===== src/rtl/vdb_hex_display.sv =====
// vdb_hex_display: register-mapped seven-segment controller with static or scanned outputs,
// per-digit hex/raw decode, blink and blank.
module vdb_hex_display #(
    parameter int DIGITS     = 6,
    parameter int MUX_MODE   = 0,
    parameter int ACTIVE_LOW = 1,
    parameter int SCAN_DIV   = 50000,
    parameter int BLINK_DIV  = 12500000
) (
    input  logic                  clk_i,
    input  logic                  rst_ni,
    input  logic                  req_i,
    input  logic                  we_i,
    input  logic [3:0]            addr_i,
    input  logic [7:0]            wdata_i,
    output logic                  ack_o,
    output logic [7:0]            rdata_o,
    output logic [DIGITS*8-1:0]   hex_o,
    output logic [7:0]            seg_o,
    output logic [DIGITS-1:0]     dig_sel_o
);
    localparam int IW = DIGITS > 1 ? $clog2(DIGITS) : 1;
    localparam int SW = $clog2(SCAN_DIV);
    localparam int BW = $clog2(BLINK_DIV + 1);
    localparam logic [7:0] OFF = ACTIVE_LOW != 0 ? 8'hFF : 8'h00;
    localparam logic [DIGITS-1:0] OFF_SEL = ACTIVE_LOW != 0 ? '1 : '0;
    localparam logic [DIGITS*8-1:0] OFF_HEX = ACTIVE_LOW != 0 ? '1 : '0;
    localparam logic [6:0] HEX [16] = '{7'h3F, 7'h06, 7'h5B, 7'h4F, 7'h66, 7'h6D, 7'h7D, 7'h07,
                                        7'h7F, 7'h6F, 7'h77, 7'h7C, 7'h39, 7'h5E, 7'h79, 7'h71};

    typedef enum logic {DRIVE, GAP} state_t;

    logic [7:0]           data [DIGITS];
    logic [DIGITS-1:0]    raw, blink, blank;
    logic                 hidden;
    logic [BW-1:0]        blink_cnt;
    logic [SW-1:0]        scan_cnt;
    logic [IW-1:0]        idx;
    state_t               state;
    logic [7:0]           pat [DIGITS];
    logic [7:0]           rd_val, cur;
    logic [DIGITS*8-1:0]  hex_nxt;
    logic [DIGITS-1:0]    onehot;

    // pat holds the active-high visible pattern of each digit; polarity is applied at the outputs
    always_comb begin
        pat = '{default: 8'h00};
        rd_val = 8'h00;
        cur = 8'h00;
        hex_nxt = '0;
        onehot = DIGITS'(1) << idx;
        for (int n = 0; n < DIGITS; n++) begin
            pat[n] = (!blank[n] && !(blink[n] && hidden)) ?
                     (raw[n] ? data[n] : {data[n][7], HEX[data[n][3:0]]}) : 8'h00;
            hex_nxt[8*n +: 8] = ACTIVE_LOW != 0 ? ~pat[n] : pat[n];
            if (addr_i == 4'(n)) rd_val = data[n];
            if (idx == IW'(n)) cur = pat[n];
        end
        if (addr_i == 4'(DIGITS)) rd_val = 8'(raw);
        if (addr_i == 4'(DIGITS + 1)) rd_val = 8'(blink);
        if (addr_i == 4'(DIGITS + 2)) rd_val = 8'(blank);
    end

    always_ff @(posedge clk_i or negedge rst_ni) begin
        if (!rst_ni) begin
            for (int n = 0; n < DIGITS; n++) data[n] <= 8'h00;
            raw <= '0;
            blink <= '0;
            blank <= '1;
            ack_o <= 1'b0;
            rdata_o <= 8'h00;
        end else begin
            ack_o <= req_i;
            rdata_o <= (req_i && !we_i) ? rd_val : 8'h00;
            if (req_i && we_i) begin
                for (int n = 0; n < DIGITS; n++) if (addr_i == 4'(n)) data[n] <= wdata_i;
                if (addr_i == 4'(DIGITS)) raw <= wdata_i[DIGITS-1:0];
                if (addr_i == 4'(DIGITS + 1)) blink <= wdata_i[DIGITS-1:0];
                if (addr_i == 4'(DIGITS + 2)) blank <= wdata_i[DIGITS-1:0];
            end
        end
    end

    // Each scan slot is SCAN_DIV-1 DRIVE cycles followed by one dark GAP cycle
    always_ff @(posedge clk_i or negedge rst_ni) begin
        if (!rst_ni) begin
            state <= DRIVE;
            idx <= '0;
            scan_cnt <= '0;
            hidden <= 1'b0;
            blink_cnt <= '0;
            hex_o <= OFF_HEX;
            seg_o <= OFF;
            dig_sel_o <= OFF_SEL;
        end else begin
            blink_cnt <= (blink_cnt == BW'(BLINK_DIV - 1)) ? '0 : blink_cnt + BW'(1);
            if (blink_cnt == BW'(BLINK_DIV - 1)) hidden <= ~hidden;
            hex_o <= MUX_MODE != 0 ? OFF_HEX : hex_nxt;
            seg_o <= (MUX_MODE != 0 && state == DRIVE) ? (ACTIVE_LOW != 0 ? ~cur : cur) : OFF;
            dig_sel_o <= (MUX_MODE != 0 && state == DRIVE) ? (ACTIVE_LOW != 0 ? ~onehot : onehot) : OFF_SEL;
            case (state)
                DRIVE: begin
                    scan_cnt <= (scan_cnt == SW'(SCAN_DIV - 2)) ? '0 : scan_cnt + SW'(1);
                    if (scan_cnt == SW'(SCAN_DIV - 2)) state <= GAP;
                end
                default: begin
                    state <= DRIVE;
                    idx <= (idx == IW'(DIGITS - 1)) ? '0 : idx + IW'(1);
                end
            endcase
        end
    end
endmodule


===== config.mk =====
export PLATFORM = sky130hd
export DESIGN_NAME = vdb_hex_display
export DESIGN_NICKNAME = d
export VERILOG_FILES = /design/src/rtl/vdb_hex_display.sv
export SDC_FILE = /design/constraint.sdc
export NUM_CORES = 1
export LEC_CHECK = 0
export CAP_MARGIN = 20
export CORE_UTILIZATION = 50
export CTS_CLUSTER_DIAMETER = 50
export DETAILED_ROUTE_END_ITERATION = 10
export DONT_BUFFER_PORTS = 1
export MAX_ROUTING_LAYER = met4
export PLACE_DENSITY_LB_ADDON = 0.05
export SYNTH_ARGS = -nofsm -noshare
export SYNTH_HDL_FRONTEND = slang
export SYNTH_SLANG_ARGS = --single-unit

===== constraint.sdc =====
create_clock -name clk_i -period 4.6 [get_ports clk_i]
set_input_delay 0.92 -clock clk_i [delete_from_list [all_inputs] [get_ports clk_i]]
set_output_delay 0.92 -clock clk_i [all_outputs]
set_load 0.02 [all_outputs]

==> impl_metrics.json <==
{
  "ys_seq_elements": 148,
  "holdBufCountCts": 0,
  "clkTransAtPathRegs_ps": 60,
  "p_leak_nw": 3.61,
  "powerDensity_mw_per_mm2": 497,
  "hold_class": "primary input to asynchronous set/reset pin",
  "gp_congestion": 0.885,
  "first_pass_iters": 5,
  "finalHoldViolations": 0,
  "tightest_slew_ps": 962,
  "antenna_found_initial": 0,
  "relSlewSlack_pct": 35.3,
  "cts_buffers": 17,
  "start_util_pct": 51.8,
  "fin_skew_ps": 12.0,
  "clock_path_buffers": 2,
  "drive_gt1_share_pct": 23.8,
  "setup_viol": 0,
  "root_buffer": "clkbuf_16",
  "nNetsFinal": 765,
  "htreeDepth": 4,
  "async_flop_share_pct": 100,
  "netlist_area_mm2": 0.00800,
  "synth_ff_type": "dfrtp_1",
  "drc": 0,
  "required_ps": 4860,
  "synth_most_common_cell": "dfrtp_1",
  "fin_util_pct": 55.9,
  "core_mm2": 0.0154,
  "netlist_top_cells_area": "dfrtp_1 29%, dfstp_2 18%, mux2_2 8.9%",
  "cts_setup_buffers": 0,
  "dieArea_mm2": 0.0165,
  "cp.arrival_ps": 2390,
  "multiInputGateArea_mm2": 0.00390,
  "max_freq_mhz": 471,
  "synth_simple_gate_area_share_pct": 15.0,
  "synth_common_cells": "94 x dfrtp_1, 63 x mux2_2, 58 x nand2_1",
  "synth_compound_gate_area_share_pct": 12.1,
  "totalWireLength_um": 18800,
  "hpwlAfterDp_um": 13000,
  "ir_drop_v": 0.000299,
  "finalSetupTns_ps": 0,
  "path_class": "flop to flop",
  "synth_mux_area_share_pct": 14.5,
  "grt_max_degree": 149,
  "areaGrowthSynthToFinish_pct": 7.81,
  "routedWlPerCell_um": 19.9,
  "port_buffers": 0,
  "chipWidth_um": 128,
  "rsz0062_at_grt": "false",
  "synth_cells": 737,
  "ys_seq_area_share_pct": 47.2,
  "synthAdderAreaFrac_pct": 4.85,
  "yosysTopAreaCellShare_pct": 29.4,
  "clk_latency_ps": 430,
  "cap_viol_max_count": 0,
  "cp-end-kind": "flop",
  "via_per_inst": 5.94,
  "yosys.area.top_type": "dfrtp_1",
  "start_kind": "flop",
  "synth_xor_area_share_pct": 1.64,
  "fillCellCount": 1389,
  "postRouteAntennaNets": 0,
  "synthDistinctLibCells": 61,
  "grt_usage_pct": 25.4,
  "dr_total_vias": 5593,
  "grt_pass1_wl_um": 30700,
  "grt-ovfl-total": 0,
  "yosys_warnings": 0,
  "cts_resized": 0,
  "outcome": "complete, no violations",
  "maxSlewViolCount": 0,
  "ios": 87,
  "period_share_pct": 46.2,
  "min_period_ps": 2120,
  "grt_pass1_vias": 5518,
  "power_mw": 4.28,
  "std_cell_rows": 45,
  "die_y_um": 128,
  "regArea_mm2": 0.00377,
  "diodes": 0,
  "synth_top_family_by_area": "simple AND/OR/NAND/NOR gates",
  "drtIter0Drc": 348,
  "tritoncts": "yes",
  "postSynthAreaPerCell_um2": 10.8,
  "cp_max_fo": 11,
  "cts.sinks": 148,
  "placed_cells_incl_taps": 910,
  "fin_cells": 942,
  "synth_edf_count": 0
}
## per-layer routing
| metal | share of wire [%] | up-vias | track usage [%] | wire [um] |
|---|---|---|---|---|
| met3 | 4.8 | 9 | 5.20 | 907 |
| li1 | - | 2600 | - | - |
| met1 | 47 | 2840 | 35.2 | 8880 |
| met4 | 0.69 | 0 | 6.85 | 130 |
| met5 | 0 | - | - | 0 |
| met2 | 47 | 144 | 37.8 | 8860 |
## per-stage QoR
| step | setup slack, ps | hold WS [ps] | instance area, um^2 |
|---|---|---|---|
| detailed placement | 2250 | 444 | 8030 |
| global route | 2350 | 167 | 8620 |
| global placement | 2300 | 447 | 8030 |
| floorplan | 2410 | 383 | 8050 |
| finish | 2480 | 194 | 8620 |
| CTS | 2470 | 172 | 8620 |
## layout make-up
type                       instances  share of cell area [%]
clock buffer                      24                    5.70
sequential                       148                    43.7
inverter                          24                    1.04
multi-input combinational        527                    45.3
clock inverter                     8                    1.16
tap                              211                    3.06
## path summary, 6_finish.rpt
path	end	from	depth (start not counted)	slack [ps]
worst min register to register	hex_o[39]$_DFF_PN1_	data[15]$_DFFE_PN0P_	1	460
max in group asynchronous	hex_o[44]$_DFF_PN1_	rst_ni	0	4130
worst max-delay path	hidden$_DFFE_PN0N_	blink_cnt[0]$_DFF_PN0_	5	2480
worst max register to register	hidden$_DFFE_PN0N_	blink_cnt[0]$_DFF_PN0_	5	2480
worst min-delay path	blink_cnt[1]$_DFF_PN0_	rst_ni	0	190
min in group clk_i	hex_o[39]$_DFF_PN1_	data[15]$_DFFE_PN0P_	1	460
## cells by family after synthesis
family                     count (synthesis)
AOI/OAI and AO/OA                        152
xor gates and xnor gates                  15
adders and majority gates                 31
buffers and inverters                     75
DFF                                      148
muxes                                     99
other                                      1
and+or+nand+nor                          216
## critical path, stage by stage (launching register included)
cell and delay (ps):
dfrtp_1 420, ha_1 340, and4bb_2 270, nand4_1 150, nor2_1 640, xor2_1 140
## sequential cells by signal (all words and copies together) (netlist names)
register	cells
data	48
hidden	1
ack_o	1
blink_cnt	24
blink	6
raw	6
blank	6
hex_o	48
rdata_o	8
## report_power, final
part | switching (mW) | internal [mW]
registers | 0.509 | 1.70
clock network | 0.521 | 0.854
logic | 0.344 | 0.356
## layout by cell type (no fill, tap or decap), types with 6 or more instances in the layout
cell | netlist | routed
mux2_2 | 63 | 63
conb_1 | 1 | 14
nand3_1 | 18 | 18
o21ai_0 | 48 | 48
ha_1 | 31 | 31
xnor2_1 | 10 | 10
and3_1 | 10 | 10
mux2i_1 | 29 | 29
and2_1 | 16 | 16
mux4_2 | 7 | 7
nand2b_1 | 16 | 16
nor2_1 | 25 | 25
a211oi_1 | 24 | 24
dfrtp_1 | 94 | 94
or2_2 | 6 | 6
clkbuf_16 | 0 | 17
inv_1 | 24 | 24
dfstp_2 | 54 | 54
a21oi_1 | 33 | 33
o221ai_1 | 12 | 12
nand2_1 | 58 | 58
nor3_1 | 17 | 17
nor2b_1 | 8 | 8
Power figures use the tool's default switching activity.
